## src/rtl/mc_sequencer.sv

```systemverilog
// ---------------------------------------------------------------------------
// mc_sequencer
//   Multi-cycle control sequencer for a small RV32I-style datapath.  Walks
//   each instruction through FETCH -> DECODE -> EXEC -> (MEM) -> (WB), drives
//   the datapath mux selects and write strobes for the current step, counts
//   retired instructions and parks in TRAP on an illegal instruction.
//
// Ports
//   clk        rising-edge clock
//   rst        asynchronous, active-low reset
//   opcode     IR[6:0]
//   funct3     IR[14:12]
//   funct7     IR[31:25]
//   zero       ALU zero flag (branch compare result)
//   mem_ready  memory completes the current access this cycle
//   state      current step: FETCH=0 DECODE=1 EXEC=2 MEM=3 WB=4 TRAP=5
//   pcwrite, irwrite, memread, memwrite, regwrite   datapath strobes
//   iord       memory address select: 0 PC, 1 ALUOut
//   alusrca    00 PC, 01 rs1, 10 zero, 11 OldPC
//   alusrcb    00 rs2, 01 constant 4, 10 immediate
//   aluctl     0000 AND, 0001 OR, 0010 ADD, 0011 XOR, 0110 SUB, 0111 SLT
//   pcsrc      0 ALU result, 1 ALUOut
//   wbsel      00 ALUOut, 01 memory data, 10 PC
//   trap       illegal instruction seen; held until reset
//   retired    retired-instruction count, wraps modulo 2^CNT_W
// ---------------------------------------------------------------------------
module mc_sequencer #(
    parameter int CNT_W = 32
) (
    input  logic             clk,
    input  logic             rst,
    input  logic [6:0]       opcode,
    input  logic [2:0]       funct3,
    input  logic [6:0]       funct7,
    input  logic             zero,
    input  logic             mem_ready,
    output logic [2:0]       state,
    output logic             pcwrite,
    output logic             irwrite,
    output logic             memread,
    output logic             memwrite,
    output logic             regwrite,
    output logic             iord,
    output logic [1:0]       alusrca,
    output logic [1:0]       alusrcb,
    output logic [3:0]       aluctl,
    output logic             pcsrc,
    output logic [1:0]       wbsel,
    output logic             trap,
    output logic [CNT_W-1:0] retired
);

    typedef enum logic [2:0] {
        FETCH  = 3'd0,
        DECODE = 3'd1,
        EXEC   = 3'd2,
        MEM    = 3'd3,
        WB     = 3'd4,
        TRAP   = 3'd5
    } state_t;

    localparam logic [6:0] OP_R      = 7'b0110011;
    localparam logic [6:0] OP_IALU   = 7'b0010011;
    localparam logic [6:0] OP_LOAD   = 7'b0000011;
    localparam logic [6:0] OP_STORE  = 7'b0100011;
    localparam logic [6:0] OP_BRANCH = 7'b1100011;
    localparam logic [6:0] OP_JAL    = 7'b1101111;
    localparam logic [6:0] OP_JALR   = 7'b1100111;
    localparam logic [6:0] OP_LUI    = 7'b0110111;

    localparam logic [3:0] ALU_AND = 4'b0000;
    localparam logic [3:0] ALU_OR  = 4'b0001;
    localparam logic [3:0] ALU_ADD = 4'b0010;
    localparam logic [3:0] ALU_XOR = 4'b0011;
    localparam logic [3:0] ALU_SUB = 4'b0110;
    localparam logic [3:0] ALU_SLT = 4'b0111;

    localparam logic [6:0] F7_BASE = 7'b0000000;
    localparam logic [6:0] F7_ALT  = 7'b0100000;

    state_t cur_state, next_state;
    logic   retire_evt;

    logic is_r, is_ialu, is_load, is_store, is_branch, is_jal, is_jalr, is_lui;
    logic f3_alu_ok, r_f7_ok, legal;
    logic [3:0] alu_op;

    // Instruction classification and legality.  The IR stays stable for the
    // whole instruction, so MEM and WB can keep using these decodes.
    always_comb begin
        is_r      = (opcode == OP_R);
        is_ialu   = (opcode == OP_IALU);
        is_load   = (opcode == OP_LOAD);
        is_store  = (opcode == OP_STORE);
        is_branch = (opcode == OP_BRANCH);
        is_jal    = (opcode == OP_JAL);
        is_jalr   = (opcode == OP_JALR);
        is_lui    = (opcode == OP_LUI);

        case (funct3)
            3'b000, 3'b010, 3'b100, 3'b110, 3'b111: f3_alu_ok = 1'b1;
            default:                                f3_alu_ok = 1'b0;
        endcase

        // The alternate funct7 encoding only exists as SUB.
        r_f7_ok = (funct7 == F7_BASE) || ((funct7 == F7_ALT) && (funct3 == 3'b000));

        legal = (is_r && f3_alu_ok && r_f7_ok)
             || (is_ialu && f3_alu_ok)
             || is_load || is_store
             || (is_branch && (funct3[2:1] == 2'b00))
             || is_jal || is_jalr || is_lui;
    end

    // ALU operation for R and I-ALU instructions.  Only register-register
    // instructions may select SUB; I-ALU funct3=000 is always an add.
    always_comb begin
        case (funct3)
            3'b000:  alu_op = (is_r && (funct7 == F7_ALT)) ? ALU_SUB : ALU_ADD;
            3'b010:  alu_op = ALU_SLT;
            3'b100:  alu_op = ALU_XOR;
            3'b110:  alu_op = ALU_OR;
            3'b111:  alu_op = ALU_AND;
            default: alu_op = ALU_ADD;
        endcase
    end

    // State register.
    always_ff @(posedge clk or negedge rst) begin
        if (!rst) begin
            cur_state <= FETCH;
        end else begin
            cur_state <= next_state;
        end
    end

    // Retired counter; bumps whenever an instruction finishes and hands
    // control back to FETCH.
    always_ff @(posedge clk or negedge rst) begin
        if (!rst) begin
            retired <= '0;
        end else if (retire_evt) begin
            retired <= retired + CNT_W'(1);
        end
    end

    // Next state and datapath controls.  Everything is a pure function of the
    // state and the current inputs; while reset is asserted every output is
    // held at zero so an in-flight memory access is dropped immediately.
    always_comb begin
        next_state = cur_state;
        pcwrite    = 1'b0;
        irwrite    = 1'b0;
        memread    = 1'b0;
        memwrite   = 1'b0;
        regwrite   = 1'b0;
        iord       = 1'b0;
        alusrca    = 2'b00;
        alusrcb    = 2'b00;
        aluctl     = 4'b0000;
        pcsrc      = 1'b0;
        wbsel      = 2'b00;
        trap       = 1'b0;

        if (rst) begin
            case (cur_state)
                FETCH: begin
                    memread = 1'b1;
                    alusrcb = 2'b01;
                    aluctl  = ALU_ADD;
                    if (mem_ready) begin
                        irwrite    = 1'b1;
                        pcwrite    = 1'b1;
                        next_state = DECODE;
                    end
                end
                DECODE: begin
                    // Branch/JAL target = OldPC + imm, parked in ALUOut.
                    alusrca    = 2'b11;
                    alusrcb    = 2'b10;
                    aluctl     = ALU_ADD;
                    next_state = legal ? EXEC : TRAP;
                end
                EXEC: begin
                    if (is_r) begin
                        alusrca    = 2'b01;
                        aluctl     = alu_op;
                        next_state = WB;
                    end else if (is_ialu) begin
                        alusrca    = 2'b01;
                        alusrcb    = 2'b10;
                        aluctl     = alu_op;
                        next_state = WB;
                    end else if (is_lui) begin
                        alusrca    = 2'b10;
                        alusrcb    = 2'b10;
                        aluctl     = ALU_ADD;
                        next_state = WB;
                    end else if (is_load || is_store) begin
                        alusrca    = 2'b01;
                        alusrcb    = 2'b10;
                        aluctl     = ALU_ADD;
                        next_state = MEM;
                    end else if (is_branch) begin
                        alusrca    = 2'b01;
                        aluctl     = ALU_SUB;
                        pcsrc      = 1'b1;
                        pcwrite    = funct3[0] ? ~zero : zero;
                        next_state = FETCH;
                    end else if (is_jal) begin
                        regwrite   = 1'b1;
                        wbsel      = 2'b10;
                        pcwrite    = 1'b1;
                        pcsrc      = 1'b1;
                        next_state = FETCH;
                    end else begin
                        // JALR: the link write sees the PC before this
                        // update, which already holds PC+4 from FETCH.
                        alusrca    = 2'b01;
                        alusrcb    = 2'b10;
                        aluctl     = ALU_ADD;
                        regwrite   = 1'b1;
                        wbsel      = 2'b10;
                        pcwrite    = 1'b1;
                        next_state = FETCH;
                    end
                end
                MEM: begin
                    iord = 1'b1;
                    if (is_load) begin
                        memread = 1'b1;
                        if (mem_ready) begin
                            next_state = WB;
                        end
                    end else begin
                        memwrite = 1'b1;
                        if (mem_ready) begin
                            next_state = FETCH;
                        end
                    end
                end
                WB: begin
                    regwrite   = 1'b1;
                    wbsel      = is_load ? 2'b01 : 2'b00;
                    next_state = FETCH;
                end
                TRAP: begin
                    trap = 1'b1;
                end
                default: begin
                    next_state = FETCH;
                end
            endcase
        end

        retire_evt = ((cur_state == EXEC) || (cur_state == MEM) || (cur_state == WB))
                  && (next_state == FETCH);
    end

    assign state = cur_state;

endmodule

```

## config.mk

```make
export PLATFORM = sky130hd
export DESIGN_NAME = mc_sequencer
export DESIGN_NICKNAME = d
export VERILOG_FILES = /design/src/rtl/mc_sequencer.sv
export SDC_FILE = /design/constraint.sdc
export NUM_CORES = 1
export LEC_CHECK = 0
export CORE_AREA = 2 2 84 86
export CTS_CLUSTER_SIZE = 8
export DETAILED_ROUTE_END_ITERATION = 12
export DIE_AREA = 0 0 86 88
export GPL_TIMING_DRIVEN = 0
export SLEW_MARGIN = 30
export SYNTH_ARGS = -nofsm -noshare
export SYNTH_HDL_FRONTEND = slang
export SYNTH_SLANG_ARGS = --single-unit
export TNS_END_PERCENT = 100
```

## constraint.sdc

```tcl
create_clock -name clk -period 2.5 [get_ports clk]
set_input_delay 0.5 -clock clk [delete_from_list [all_inputs] [get_ports clk]]
set_output_delay 0.5 -clock clk [all_outputs]
set_load 0.005 [all_outputs]
```

== After elaboration in Yosys (flattened, before gate mapping) ==
Cells that the tools add are included.
Operators by class
  add/sub/neg operators: 1
  equality and inequality tests: 18
  mux-type cells: 82
  bitwise logic cells: 1
  reduce and logical (&&, ||, !) cells: 25
Operators with widths (count)
  3-bit 2-to-1 mux: 13
  1-bit 2-to-1 mux: 38
  2-bit 2-to-1 mux: 19
  32-bit by 1-bit adder with 32-bit output, second input constant: 1
  3-bit one-hot mux with 5 select lines: 2
  7-bit by 6-bit equality test with 1-bit output, second input constant: 4
  7-bit equality test, second input constant: 3
  3-bit equality test, second input constant: 5
  4-bit 2-to-1 mux: 3
  1-bit logical OR: 11
  3-bit by 2-bit equality test with 1-bit output, second input constant: 3
  3-bit zero test: 3
  2-bit one-hot mux with 2 select lines: 2
  4-bit one-hot mux with 2 select lines: 1
  7-bit by 2-bit equality test with 1-bit output, second input constant: 1
  7-bit by 5-bit equality test with 1-bit output, second input constant: 1
  1-bit logical AND: 7
  7-bit zero test: 1
  1-bit one-hot mux with 2 select lines: 3
  2-bit one-hot mux with 3 select lines: 1
  5-bit OR reduction: 1
  3-bit by 1-bit equality test with 1-bit output, second input constant: 1
  2-bit zero test: 1
  2-bit OR reduction: 1
  1-bit inverter: 1
Storage, ports and cells
  bits in registers: 35
  bits of input ports: 21
  output and inout bits: 53

== Logic depth before layout (Yosys ltp) ==
  word-level depth: 17
  depth in mapped cells: 8
  mapped depth without buffers: 6

== Worst setup path after synthesis ==
OpenSTA, ideal clock, no wires.
  path kind: input to output
  start point: in opcode[6]
  end point: out pcwrite
  data arrival time: 1.590 ns
  data required time: 2.000 ns
  setup slack: 0.410 ns
  stages on the path: 5
  cell sequence: buf_2 nand2b_1 nor4_1 a211oi_1 or2_2
Between the ends
  word-level cells in the longest chain between the ends: 8
  elaborated cells between the ends (all ways): 14
RTL lines
  from (decl): line 32  | input logic [6:0] opcode,
  7-bit equality test, or another cell as far along: line 95  | is_branch = (opcode == OP_BRANCH);
  1-bit 2-to-1 mux / 1-bit logical OR (equally long branches): line 204, 199
  1-bit 2-to-1 mux: line 199  | end else if (is_load || is_store) begin
  1-bit 2-to-1 mux: line 194  | end else if (is_lui) begin
  1-bit 2-to-1 mux: line 189  | end else if (is_ialu) begin
  1-bit 2-to-1 mux *: line 185  | if (is_r) begin
  1-bit one-hot mux with 2 select lines *: line 166  | case (cur_state)
  1-bit 2-to-1 mux *: line 165  | if (rst) begin
  to (decl): line 38  | output logic pcwrite,
Every way passes the cells marked *; elsewhere a longest branch is shown, timed or not.

== Worst setup path in the final report ==
  start point: in opcode[3]
  end point: out pcwrite
The elaborated chain is that of the path after synthesis.

==> out/metrics.csv <==
stage,metric,value,unit
outcome,status,"finished, violations left",
outcome,failing checks,negative setup slack,
worst_setup_path,critical path arrival,2.04,ns
synthesis,most common cell in the netlist,dfrtp_1,
die,initial core utilization,0.324,
finish,Final nets,335,
synthesis,Ys Warns,0,
worst_setup_path,Levels on crit path,6,
detailed_routing,DRT antenna net count,0,
worst_setup_path,crit path kind,in -> out,
detailed_routing,vias post-DR,2037,
timing,Tcrit/Tclk final,1.02,
timing,max-slew violations,0,
synthesis,#FFs+latches synth,35,
synthesis,Synth area leader,dfrtp_1,
clock_tree,Root Driver,clkbuf_8,
worst_setup_path,Setup crit start,opcode[3],
placement,# port buffers,71,
worst_setup_path,"slowest stage delay, CP",0.45,ns
die,die height,88,µm
timing,max frequency,0.394,GHz
synthesis,ys async rst share,1.00,
worst_setup_path,"critical path fanouts, max",6,
synthesis,Post-synth top cells,"dfrtp_1, xnor2_1, nand2_1, nand3_1, nand4_1",
worst_setup_path,Buffers & Inverters on Critical Path,3,
detailed_routing,final wirelength,5530,µm
detailed_routing,via-per-instance ratio,5.17,
worst_setup_path,endpoint class of the critical path,output pin,
worst_setup_path,Worst Path Required,2.00,ns
clock_tree,Sinks on Clock Net,35,
detailed_routing,Starting DRT DRC Count,78,
global_route,initial antenna violation count,0,
timing,Finish-stage setup viols,2,
synthesis,Gate Count Post-Synth,226,
die,IO Pins,74,
hold_path,Hold Path Class,in -> async,
worst_setup_path,Reg-to-Reg Start,retired[3]$_DFFE_PN0P_,
die,Die ar.,7570,µm²
timing,unrepaired setup endpoints after global routing,true,
global_route,total gr overflow,0,
synthesis,commonest register cell after synthesis,dfrtp_1,
worst_setup_path,Worst R2R Path Depth,7,
timing,Final min period,2.54,ns
placement,DP Wirelength,4010,µm
synthesis,share of the yosys chip area belonging to registers,0.407,
power_and_ir_drop,PD cells,477,nW/µm²
timing,Hold Fails Final Rpt,0,
clock_tree,Max Root-Sink Buffers,2,
clock_tree,clock latency at the later pin of the worst-skew pair,0.29,ns
synthesis,Netlist Area Pre-Place,2150,µm²
die,die width,86,µm
finish,Fillers,630,
global_route,first-pass GRT wire length,9090,µm
detailed_routing,number of remaining DRC errors,0,
synthesis,top-area cell type share of the netlist area,0.407,
worst_setup_path,CP Launch Type,input port,
detailed_routing,WL/cell,14.0,µm
finish,post-route cell area,3230,µm²
clock_tree,CTS HTree Levels,2,
job,max-cap violations,0,
global_route,GRT Total Usage,0.149,
clock_tree,CTS tree,done,
finish,layout cells sized above 1,0.182,
synthesis,Synth Area per Inst,9.53,µm²
placement,post-placement cell area,2980,µm²
clock_tree,Num CTS Buffers,5,
worst_setup_path,CP max-delay cell,clkdlybuf4s50_1,
clock_tree,CTS hold repair buffers,0,
timing,post-route setup slack,-0.0390,ns
die,area of the core,6640,µm²
power_and_ir_drop,leakage power,1.39,nW
placement,Final Wtd Congestion,0.789,
detailed_routing,Pre-antenna DRT Iters,4,
synthesis,library cells used by synthesis,47,
synthesis,"Net Count, Synth",248,
worst_setup_path,crit-path leading delay family,buffers and inverters,
power_and_ir_drop,Peak VDD IR,245,µV
finish,Area Growth Syn to Fin,49.8,%
timing,Hold WS,0.0431,ns
worst_setup_path,worst path cell trace,"clkdlybuf4s15_2, and4bb_2, buf_4, a211oi_2, or2_2, clkdlybuf4s50_1",
die,row cnt,30,
global_route,vias in the first global route,2007,
clock_tree,clk slew on worst S/H paths,0.07,ns
timing,clk_skew,0.00467,ns
synthesis,Post-synth EDFFs,0,
finish,n_diodes,0,
global_route,largest net degree at the start of global routing,38,
synthesis,Area contributors post-synth,"dfrtp_1, xnor2_1, nand4_1",
## area by class of cell
type	count	area (µm²)	share of cell area
flip-flops and latches	35	877	0.272
repair buffers	80	777	0.241
well taps	80	100	0.0310
inverters	5	18.8	0.00582
clock inverters	1	5.00	0.00155
clock buffers	7	76.3	0.0237
multi-input cells	176	1290	0.400
plain buffers	10	80.1	0.0248
## sequential cells by signal, summed over array words and instances, names as in the netlist
register	count
retired	32
state	3
## layout by cell type (no fill, tap or decap), types with 3 or more instances in the layout
cell and n:
clkdlybuf4s50_1 50, dfrtp_1 34, xnor2_1 30, nand2_1 21
nand4_1 14, nand3_1 14, buf_4 12, and3_1 11
a21oi_1 9, nor2_1 7, dlymetal6s2s_1 7, clkbuf_8 6
nor3_1 6, dlygate4sd2_1 5, clkbuf_2 4, o21ai_0 4
inv_1 4, nand2b_1 3, buf_2 3, nor4_1 3
a21o_1 3, xor2_1 3, and4_1 3, clkbuf_1 3
## cell families after synthesis
logic type / Yosys count / share of synthesized area
simple gates: 110 / 0.299
xor+xnor: 33 / 0.134
buf+inv: 15 / 0.0372
fa+ha+maj: 1 / 0.00581
flops: 35 / 0.407
mux: 2 / 0.00988
other cells: 1 / 0.00174
compound gates: 29 / 0.106
## path summary, 6_finish.rpt
path	end	slack (ns)
setup / recovery	pcwrite	-0.04
hold / removal	retired[6]$_DFFE_PN0P_	0.04
setup reg to reg	retired[25]$_DFFE_PN0P_	0.43
hold reg to reg	retired[31]$_DFFE_PN0P_	0.47
max in group asynchronous	state[1]$_DFF_PN0_	2.26
min in group clk	retired[31]$_DFFE_PN0P_	0.47
## repair_timing
item / in CTS / in global routing
endpoints found under the setup margin: 16 / 7
gates resized for setup: 52 / 21
pin swaps: 12 / 11
buffers inserted: 6 / 3
## routing by layer
layer | vias up | track usage | wire (µm)
met5 | - | 0 | 0
met4 | 0 | 0.0491 | 71
met3 | 8 | 0.0320 | 403
met2 | 100 | 0.249 | 2520
met1 | 939 | 0.193 | 2540
li1 | 990 | - | -
## metrics by stage
step | utilization | total power [mW] | cells | TNS, ns | worst slack [ns]
2_1_floorplan | - | 0.896 | 226 | 0 | 0.410
3_3_place_gp | 0.446 | 1.12 | 377 | -72.41 | -1.79
3_5_place_dp | 0.448 | 1.13 | 378 | -14.25 | -0.747
4_1_cts | 0.476 | 1.56 | 391 | -0.149 | -0.0875
5_1_grt | 0.485 | 1.64 | 394 | -0.271 | -0.112
6_report | 0.485 | 1.54 | 394 | -0.0657 | -0.0390
## report_power, final
part           internal (mW)  switching, mW
Sequential             0.606         0.0525
Combinational          0.249          0.239
Clock                  0.195          0.198
Total                   1.05          0.489
Power figures use the tool's default switching activity.
